[src/rtl/lsu_pkg.sv]
// Shared types and constants for the load/store unit.
package lsu_pkg;

  // Sequencer states for one memory access.
  typedef enum logic [1:0] {
    IDLE = 2'd0,
    BUSY = 2'd1,
    DONE = 2'd2
  } lsu_state_t;

  // RV32I funct3 encodings for loads and stores.
  localparam logic [2:0] F3_B  = 3'b000;
  localparam logic [2:0] F3_H  = 3'b001;
  localparam logic [2:0] F3_W  = 3'b010;
  localparam logic [2:0] F3_BU = 3'b100;
  localparam logic [2:0] F3_HU = 3'b101;

endpackage

[src/rtl/lsu_align.sv]
// Combinational lane handling: legality/alignment check, store lane
// steering with byte strobes, and load byte/half extraction with extension.
module lsu_align
  import lsu_pkg::*;
(
  input  logic        is_read,
  input  logic        is_write,
  input  logic [2:0]  funct3,
  input  logic [1:0]  offset,
  input  logic [31:0] store_data,
  output logic        bad,
  output logic [31:0] wdata,
  output logic [3:0]  wstrb,
  input  logic [2:0]  ld_funct3,
  input  logic [1:0]  ld_offset,
  input  logic [31:0] rdata,
  output logic [31:0] ld_data
);

  logic       legal;
  logic       aligned;
  logic [7:0] ld_byte;
  logic [15:0] ld_half;

  // Reject read+write together, unknown funct3 and misaligned addresses.
  always_comb begin
    // NOTE: every output of a combinational block gets a default first,
    // otherwise an unassigned path infers a latch.
    legal   = 1'b0;
    aligned = 1'b0;
    if (is_read && !is_write) begin
      legal = funct3 inside {F3_B, F3_H, F3_W, F3_BU, F3_HU};
    end else if (is_write && !is_read) begin
      legal = funct3 inside {F3_B, F3_H, F3_W};
    end
    case (funct3[1:0])
      2'b00:   aligned = 1'b1;
      2'b01:   aligned = ~offset[0];
      2'b10:   aligned = (offset == 2'b00);
      default: aligned = 1'b0;
    endcase
    bad = ~(legal & aligned);
  end

  // Replicate store data into every lane and enable only the addressed bytes.
  always_comb begin
    wdata = '0;
    wstrb = '0;
    if (is_write) begin
      case (funct3)
        F3_B: begin
          wdata = {4{store_data[7:0]}};
          wstrb = 4'b0001 << offset;
        end
        F3_H: begin
          wdata = {2{store_data[15:0]}};
          wstrb = offset[1] ? 4'b1100 : 4'b0011;
        end
        F3_W: begin
          wdata = store_data;
          wstrb = 4'b1111;
        end
        default: ;
      endcase
    end
  end

  // Pick the addressed byte/half from the read word and extend it.
  always_comb begin
    case (ld_offset)
      2'd0:    ld_byte = rdata[7:0];
      2'd1:    ld_byte = rdata[15:8];
      2'd2:    ld_byte = rdata[23:16];
      default: ld_byte = rdata[31:24];
    endcase
    ld_half = ld_offset[1] ? rdata[31:16] : rdata[15:0];
    case (ld_funct3)
      F3_B:    ld_data = {{24{ld_byte[7]}}, ld_byte};
      F3_BU:   ld_data = {24'b0, ld_byte};
      F3_H:    ld_data = {{16{ld_half[15]}}, ld_half};
      F3_HU:   ld_data = {16'b0, ld_half};
      F3_W:    ld_data = rdata;
      default: ld_data = '0;
    endcase
  end

endmodule

[src/rtl/load_store_unit.sv]
// Multi-cycle load/store stage: runs one req/ready bus transaction per
// accepted access, stalls the core meanwhile and pulses done on completion.
module load_store_unit
  import lsu_pkg::*;
#(
  parameter int TIMEOUT_CYCLES = 16,
  parameter int XLEN           = 32
) (
  input  logic            clk,
  input  logic            reset_n,
  input  logic            valid,
  input  logic            mem_read,
  input  logic            mem_write,
  input  logic [2:0]      funct3,
  input  logic [XLEN-1:0] alu_out,
  input  logic [XLEN-1:0] store_data,
  output logic            stall,
  output logic            done,
  output logic [XLEN-1:0] load_data,
  output logic            misaligned,
  output logic            access_fault,
  output logic            bus_req,
  output logic            bus_we,
  output logic [XLEN-1:0] bus_addr,
  output logic [XLEN-1:0] bus_wdata,
  output logic [3:0]      bus_wstrb,
  input  logic            bus_ready,
  input  logic [XLEN-1:0] bus_rdata
);

  localparam int            CW    = $clog2(TIMEOUT_CYCLES + 1);
  localparam logic [CW-1:0] LIMIT = CW'(TIMEOUT_CYCLES - 1);
  localparam logic [CW-1:0] SAT   = CW'(TIMEOUT_CYCLES);

  lsu_state_t    state_q, state_d;
  logic [CW-1:0] cnt_q;
  logic [2:0]    ld_f3_q;
  logic [1:0]    ld_off_q;

  logic          access;
  logic          req_bad;
  logic [31:0]   wdata_c;
  logic [3:0]    wstrb_c;
  logic [31:0]   ld_data_c;
  logic          start, reject, complete, fault;

  assign access = valid & (mem_read | mem_write);
  assign stall  = ((state_q == IDLE) && access) || (state_q == BUSY);

  lsu_align u_align (
    .is_read    (mem_read),
    .is_write   (mem_write),
    .funct3     (funct3),
    .offset     (alu_out[1:0]),
    .store_data (store_data),
    .bad        (req_bad),
    .wdata      (wdata_c),
    .wstrb      (wstrb_c),
    .ld_funct3  (ld_f3_q),
    .ld_offset  (ld_off_q),
    .rdata      (bus_rdata),
    .ld_data    (ld_data_c)
  );

  // State register.
  always_ff @(posedge clk or negedge reset_n) begin
    // NOTE: sequential state uses non-blocking assignments so every
    // register samples pre-edge values regardless of statement order.
    if (!reset_n) state_q <= IDLE;
    else          state_q <= state_d;
  end

  // Next-state logic and one-cycle strobes for the datapath.
  always_comb begin
    state_d  = state_q;
    start    = 1'b0;
    reject   = 1'b0;
    complete = 1'b0;
    fault    = 1'b0;
    case (state_q)
      IDLE: begin
        if (access) begin
          if (req_bad) begin
            reject  = 1'b1;
            state_d = DONE;
          end else begin
            start   = 1'b1;
            state_d = BUSY;
          end
        end
      end
      BUSY: begin
        // A ready in the final allowed cycle still completes normally.
        if (bus_ready) begin
          complete = 1'b1;
          state_d  = DONE;
        end else if (cnt_q >= LIMIT) begin
          fault   = 1'b1;
          state_d = DONE;
        end
      end
      DONE:    state_d = IDLE;
      default: state_d = IDLE;
    endcase
  end

  // Saturating timeout counter, cleared on entry to BUSY.
  always_ff @(posedge clk or negedge reset_n) begin
    if (!reset_n) begin
      cnt_q <= '0;
    end else if (start) begin
      cnt_q <= '0;
    end else if (state_q == BUSY && !bus_ready && cnt_q != SAT) begin
      cnt_q <= cnt_q + 1'b1;
    end
  end

  // Bus outputs and latched request fields; held stable through BUSY.
  always_ff @(posedge clk or negedge reset_n) begin
    if (!reset_n) begin
      bus_req   <= 1'b0;
      bus_we    <= 1'b0;
      bus_addr  <= '0;
      bus_wdata <= '0;
      bus_wstrb <= '0;
      ld_f3_q   <= '0;
      ld_off_q  <= '0;
    end else if (start) begin
      bus_req   <= 1'b1;
      bus_we    <= mem_write;
      bus_addr  <= {alu_out[31:2], 2'b00};
      bus_wdata <= wdata_c;
      bus_wstrb <= wstrb_c;
      ld_f3_q   <= funct3;
      ld_off_q  <= alu_out[1:0];
    end else if (complete || fault) begin
      bus_req   <= 1'b0;
    end
  end

  // Completion pulse, status flags and extended load result.
  always_ff @(posedge clk or negedge reset_n) begin
    if (!reset_n) begin
      done         <= 1'b0;
      misaligned   <= 1'b0;
      access_fault <= 1'b0;
      load_data    <= '0;
    end else begin
      done         <= reject | complete | fault;
      misaligned   <= reject;
      access_fault <= fault;
      if (complete && !bus_we) load_data <= ld_data_c;
      else                     load_data <= '0;
    end
  end

endmodule

[config.mk]
export PLATFORM = sky130hd
export DESIGN_NAME = load_store_unit
export DESIGN_NICKNAME = d
export VERILOG_FILES = /design/src/rtl/lsu_pkg.sv /design/src/rtl/lsu_align.sv /design/src/rtl/load_store_unit.sv
export SDC_FILE = /design/constraint.sdc
export NUM_CORES = 1
export LEC_CHECK = 0
export BUFFER_PORTS_ARGS = -buffer_cell sky130_fd_sc_hd__clkbuf_2
export CAP_MARGIN = 20
export CORE_ASPECT_RATIO = 1.1
export CORE_MARGIN = 10
export CORE_UTILIZATION = 40
export CTS_BUF_LIST = sky130_fd_sc_hd__clkbuf_4 sky130_fd_sc_hd__clkbuf_8
export DETAILED_ROUTE_END_ITERATION = 8
export HOLD_SLACK_MARGIN = 0.02
export PLACE_DENSITY = 0.7
export SLEW_MARGIN = 5
export SYNTH_ARGS = -nofsm -noshare
export SYNTH_HDL_FRONTEND = slang
export SYNTH_SLANG_ARGS = --single-unit
[constraint.sdc]
create_clock -name clk -period 1.8 [get_ports clk]
set_clock_uncertainty 0.2 [all_clocks]
set_input_delay 0.18 -clock clk [delete_from_list [all_inputs] [get_ports clk]]
set_output_delay 0.18 -clock clk [all_outputs]
set_load 0.005 [all_outputs]
==> flow_metrics.tcl, run 1 <==
set metrics [dict create \
    status "finished, violations left" \
    violations "setup timing" \
    syn-cell-area_um2 5350 \
    cts.sinks 115 \
    synth-async-reset-ratio 1.00 \
    synth-simple-area-share 0.119 \
    setup.worst_path.start_class "flip-flop" \
    synth_edf_count 0 \
    antenna_found_initial 1 \
    drive_above_1_share 0.416 \
    ys_warn_count 0 \
    peakVddDrop_uv 529 \
    drt-pass1-iter-count 4 \
    synth-seq-cells 115 \
    synth_xor_area_frac 0.00491 \
    vias_per_cell 5.25 \
    die_h_um 141 \
    via_count 5330 \
    synth_compound_area_frac 0.167 \
    drt_wl_total_mm 19.5 \
    required_ns 1.93 \
    hp-class "primary input to flip-flop" \
    synth_top_cell_area_share 0.538 \
    fin_nets 949 \
    worstSetupEndpointType "flip-flop" \
    num_rows 44 \
    grt_pass1_wl_mm 29.6 \
    n_fill_cell 986 \
    grt_max_degree 116 \
    synth_common_cells "115 x dfrtp_1, 60 x a21oi_1, 50 x nand2_1, 39 x nor2_1, 27 x mux2_4" \
    synth_cells 494 \
    clk_latency_ns 0.44 \
    tritoncts "built" \
    numCtsBuffers 17 \
    coreArea_um2 13200 \
    setup_ws_ns -0.0771 \
    period_needed_ns 1.88 \
    start_util 0.407 \
    critPathSlowestCell "dfrtp_1" \
    fin_crit_sh 1.04 \
    synth_flop_cell "dfrtp_1" \
    dp.final_hpwl_mm 13.0 \
    overflow 0 \
    track_usage 0.203 \
    area_delta_synth_final_pct 60.0 \
    synthAdderAreaFrac 0.00701 \
    slew_headroom 0.572 \
    tightestPinTransition_ns 0.643 \
    pre_cts_slack_ns -0.0939 \
    max_clock_freq_mhz 533 \
    power.leakage_nw 4.34 \
    drc 0 \
    drtIter0Drc 328 \
    cts-root-buf "clkbuf_8" \
    slew_viol_final 0 \
    synth_top_cells_by_area "dfrtp_1 54%, mux2_4 7.6%, a21oi_1 5.6%" \
    yosysMostFrequentCell "dfrtp_1" \
    rsz0062_at_grt "yes" \
    synth.area.mux_share 0.124 \
    setup_viol 32 \
    io_pins 211 \
    cp.arrival_ns 2.00 \
    synth_top_family_by_area "compound AO/OA/AOI/OAI gates" \
    die_x_um 130 \
    die_area_um2 18400 \
    wl_per_cell_um 19.2 \
    ant_nets 0 \
    power_density_nw_per_um2 1010 \
    htreeDepth 4 \
    clkSlewWorstSetupHoldPaths_ns 0.07 \
    avgSynthCellArea_um2 10.8 \
    yosys.cell_types.count 48 \
    port-buffer-count 208 \
    crit_chain "nor3b_2, buf_4, o221ai_4, buf_12, mux2_4" \
    setup-tns-final_ns -1.88 \
    drv_cap 0 \
    place.gp.congestion 0.947 \
    yosysTopAreaCell "dfrtp_1" \
    cpPeakStageDelay_ns 0.41 \
    crit_type "flip-flop to flip-flop" \
    seq_area_frac_synth 0.538 \
    crit_fanout 36 \
    hold_viol 0 \
    cts_max_path_buffers 2 \
    grt_pass1_vias 5750 \
]
[area by class of cell]
cell class                      instances  area [µm²]  area share
Tap cell                              161         201      0.0235
Sequential cell                       115        2880       0.336
Clock inverter                          9         106      0.0124
Clock buffer                           22         284      0.0332
Inverter                                6        22.5     0.00263
Timing Repair Buffer                  364        2600       0.303
Antenna cell                            1        2.50    0.000292
Multi-Input combinational cell        337        2470       0.289
[sequential cells by signal, indices dropped and copies added, names as in the netlist]
name,cells
bus_wdata,32
state_q,2
bus_wstrb,4
bus_addr,30
done,1
ld_f3_q,3
cnt_q,5
load_data,32
misaligned,1
access_fault,1
bus_req,1
bus_we,1
ld_off_q,2
[metal layers]
metal,vias up,GRT usage,part of all wire
li1,2430,-,-
met1,2624,0.214,0.37
met2,234,0.347,0.50
met3,42,0.0831,0.10
met4,0,0.0889,0.029
met5,-,0,0
[power by group]
part	leakage (nW)	internal, mW	switching [mW]
combinational	2.63	1.53	1.33
sequential	1.51	3.06	0.356
clock	0.195	1.33	1.04
[placed cells by master (no fill, tap or decap), drive strengths merged, types with 4 or more instances in the layout]
cell	Yosys	layout
a22o	19	19
clkinv	0	4
a21oi	60	60
buf	21	50
mux2i	19	19
a22oi	8	8
mux2	33	33
inv	6	6
dlygate4sd3	0	106
nand2	50	50
nor2	41	41
nor2b	11	11
o21ai	26	26
nor3b	4	4
a211oi	8	8
o22ai	9	9
nand2b	10	10
dfrtp	115	115
clkbuf	16	230
a21o	9	9
[worst paths after layout]
kind | startpoint | end | slack (ns) | cells after the start
max in group asynchronous | reset_n | ld_off_q[1] | 0.71 | 3
min in group asynchronous | reset_n | bus_addr[2] | 0.15 | 3
hold reg to reg | bus_req | bus_req | 0.28 | 2
setup / recovery | state_q[1] | bus_addr[9] | -0.08 | 5
hold / removal | alu_out[1] | bus_wstrb[3] | 0.06 | 4
setup reg to reg | state_q[1] | bus_addr[9] | -0.08 | 5
[worst max-delay path, delay by kind of cell (launching register included)]
family                 cells  cell delay [ns]
AOI/OAI and AO/OA          1             0.14
buffers and inverters      2             0.41
DFF                        1             0.41
muxes                      1             0.33
and+or+nand+nor            1             0.25
[logic make-up (layout without fill, tap and decap cells)]
kind of cell,after synthesis,after routing
buffers and inverters,43,401
XOR/XNOR,3,3
flip-flops,115,115
other,1,3
AO/OA/AOI/OAI,145,145
AND/OR/NAND/NOR,132,132
multiplexers,52,52
adder cells (fa/ha/maj),3,3
[per-stage QoR]
stage	std cells	hold WS (ns)	area (µm²)	power, mW	utilization
global route	1015	0.0576	8570	9.13	0.651
detailed placement	866	0.124	6790	5.92	0.516
CTS	1003	0.0323	8270	8.53	0.628
finish	1015	0.0606	8570	8.66	0.651
global placement	866	0.116	6790	5.83	0.516
floorplan	495	-0.316	5370	4.71	-
[what timing repair did]
| action | in CTS | in global routing |
|---|---|---|
| gates cloned | 0 | 2 |
| setup endpoints to repair | 39 | 104 |
| pin swaps | 2 | 5 |
| hold buffers | 106 | 0 |
| gates resized for setup | 6 | 45 |
| hold endpoints to repair | 225 | 0 |
| buffers inserted | 0 | 9 |
Power figures use the tool's default switching activity.
==> inputs of run 2 (changes only) <==
Settings changed: CORE_UTILIZATION 40 to 46, PLACE_DENSITY 0.7 to 0.79.
==> flow_metrics.tcl, run 2 (synthesis gave the netlist of run 1 again) <==
set metrics [dict create \
    antenna_found_initial 4 \
    fin_nets 938 \
    total_power_mw 8.52 \
    crit_type "flip-flop to flip-flop" \
    crit_fanout 21 \
    drtIter0Drc 520 \
    grt_pass1_vias 5810 \
    area_delta_synth_final_pct 56.4 \
    period_needed_ns 1.83 \
    htreeDepth 4 \
    cpPeakStageDelay_ns 0.45 \
    final_common_cell "clkbuf_2" \
    violations "setup timing" \
    drc 0 \
    cts.sinks 115 \
    max_clock_freq_mhz 547 \
    pre_cts_slack_ns -0.123 \
    wl_per_cell_um 19.6 \
    coreArea_um2 11400 \
    most-common-layout-cells "207 x clkbuf_2, 115 x dfrtp_1, 106 x dlygate4sd3_1" \
    overflow 0 \
    required_ns 1.93 \
    grt_pass1_wl_mm 30.9 \
    cts-root-buf "clkbuf_8" \
    via_count 5348 \
    die_area_um2 16400 \
    cts_setup_buffers 0 \
    die_h_um 133 \
    drv_cap 0 \
    rsz0062_at_grt "yes" \
    clkSlewWorstSetupHoldPaths_ns 0.09 \
    dp_cells 854 \
    peakVddDrop_uv 474 \
    cp_common_cell "buf_4" \
    power.leakage_nw 4.25 \
    worstSetupEndpointType "flip-flop" \
    setup_viol 18 \
    slew_viol_final 0 \
    drive_above_1_share 0.396 \
    fin_crit_sh 1.02 \
    crit_chain "nor3b_2, buf_4, o221ai_4, buf_4, mux2_1" \
    final_cells 997 \
    dp.final_hpwl_mm 12.8 \
    drt_wl_total_mm 19.5 \
    tritoncts "built" \
    num_rows 41 \
    cts_max_path_buffers 2 \
    vias_per_cell 5.36 \
    die_x_um 123 \
    track_usage 0.238 \
    ant_nets 0 \
    power_density_nw_per_um2 1020 \
    status "finished, violations left" \
    place.gp.congestion 0.901 \
    critPathSlowestCell "dfrtp_1" \
    numCtsBuffers 17 \
    setup-tns-final_ns -0.225 \
    fin_area_um2 8380 \
    clk_latency_ns 0.43 \
    grt_max_degree 48 \
    hold_viol 0 \
    drt-pass1-iter-count 5 \
    placed_area_um2 6790 \
    hp-class "primary input to flip-flop" \
    io_pins 211 \
    start_util 0.468 \
    setup_ws_ns -0.0288 \
    cp.arrival_ns 1.96 \
    port-buffer-count 208 \
    top_regs "bus_wdata x32, load_data x32, bus_addr x30" \
    setup.worst_path.start_class "flip-flop" \
]
run 2: changes by cell type in the layout (fill, tap and decap cells not counted), moves of 5 or more:
cell / before / now
o22ai_1: 4 / 9
inv_6: 0 / 7
o22ai_2: 5 / 0
o21ai_0: 11 / 6
o21ai_1: 11 / 16
buf_6: 7 / 0
run 2: worst paths after layout:
kind | startpoint | end | slack [ns] | depth (start not counted)
max in group asynchronous | reset_n | bus_wdata[30] | 0.23 | 4
min in group asynchronous | reset_n | bus_addr[10] | 0.57 | 3
worst max register to register | state_q[1] | bus_addr[12] | -0.03 | 5
worst min register to register | bus_wdata[16] | bus_wdata[16] | 0.29 | 2
worst min-delay path | alu_out[1] | bus_wstrb[2] | 0.04 | 4
worst max-delay path | state_q[1] | bus_addr[12] | -0.03 | 5
run 2: critical path, delay by kind of cell (launching register included):
family	cells	cell delay, ns
DFF	1	0.45
buffers and inverters	2	0.42
muxes	1	0.34
and+or+nand+nor	1	0.20
AOI/OAI and AO/OA	1	0.12
run 2: area by class of cell:
type	count	area, µm²
Antenna cell	4	10.0
Clock buffer	17	234
Clock inverter	15	146
Fill cell	766	3060
Inverter	6	22.5
Multi-Input combinational cell	337	2390
Sequential cell	115	2880
Tap cell	150	188
Timing Repair Buffer	353	2500
run 2: metal layers:
metal / global-route usage / vias to the layer above / part of all wire
met1: 0.255 / 2567 / 0.36
met4: 0.112 / 0 / 0.031
met2: 0.398 / 317 / 0.50
met5: 0 / - / 0
li1: - / 2418 / -
met3: 0.0938 / 46 / 0.11
run 2: repair_timing:
item | in CTS | in global routing
resized for setup | 8 | 23
hold buffers | 106 | 0
pin swaps | 1 | 0
endpoints found under the hold margin | 223 | 0
setup endpoints to repair | 20 | 76
cloned | 0 | 1
run 2: where the power goes:
part / switching, mW / leakage, nW / internal, mW
clock network: 1.23 / 0.183 / 1.13
registers: 0.364 / 1.51 / 3.06
logic: 1.29 / 2.55 / 1.45
total: 2.88 / 4.25 / 5.64
run 2: metrics by stage:
step | utilization | hold slack (ns)
2_1_floorplan | - | -0.316
3_3_place_gp | 0.593 | -0.0514
3_5_place_dp | 0.593 | -0.0460
4_1_cts | 0.723 | 0.0356
5_1_grt | 0.732 | 0.0689
6_report | 0.732 | 0.0431
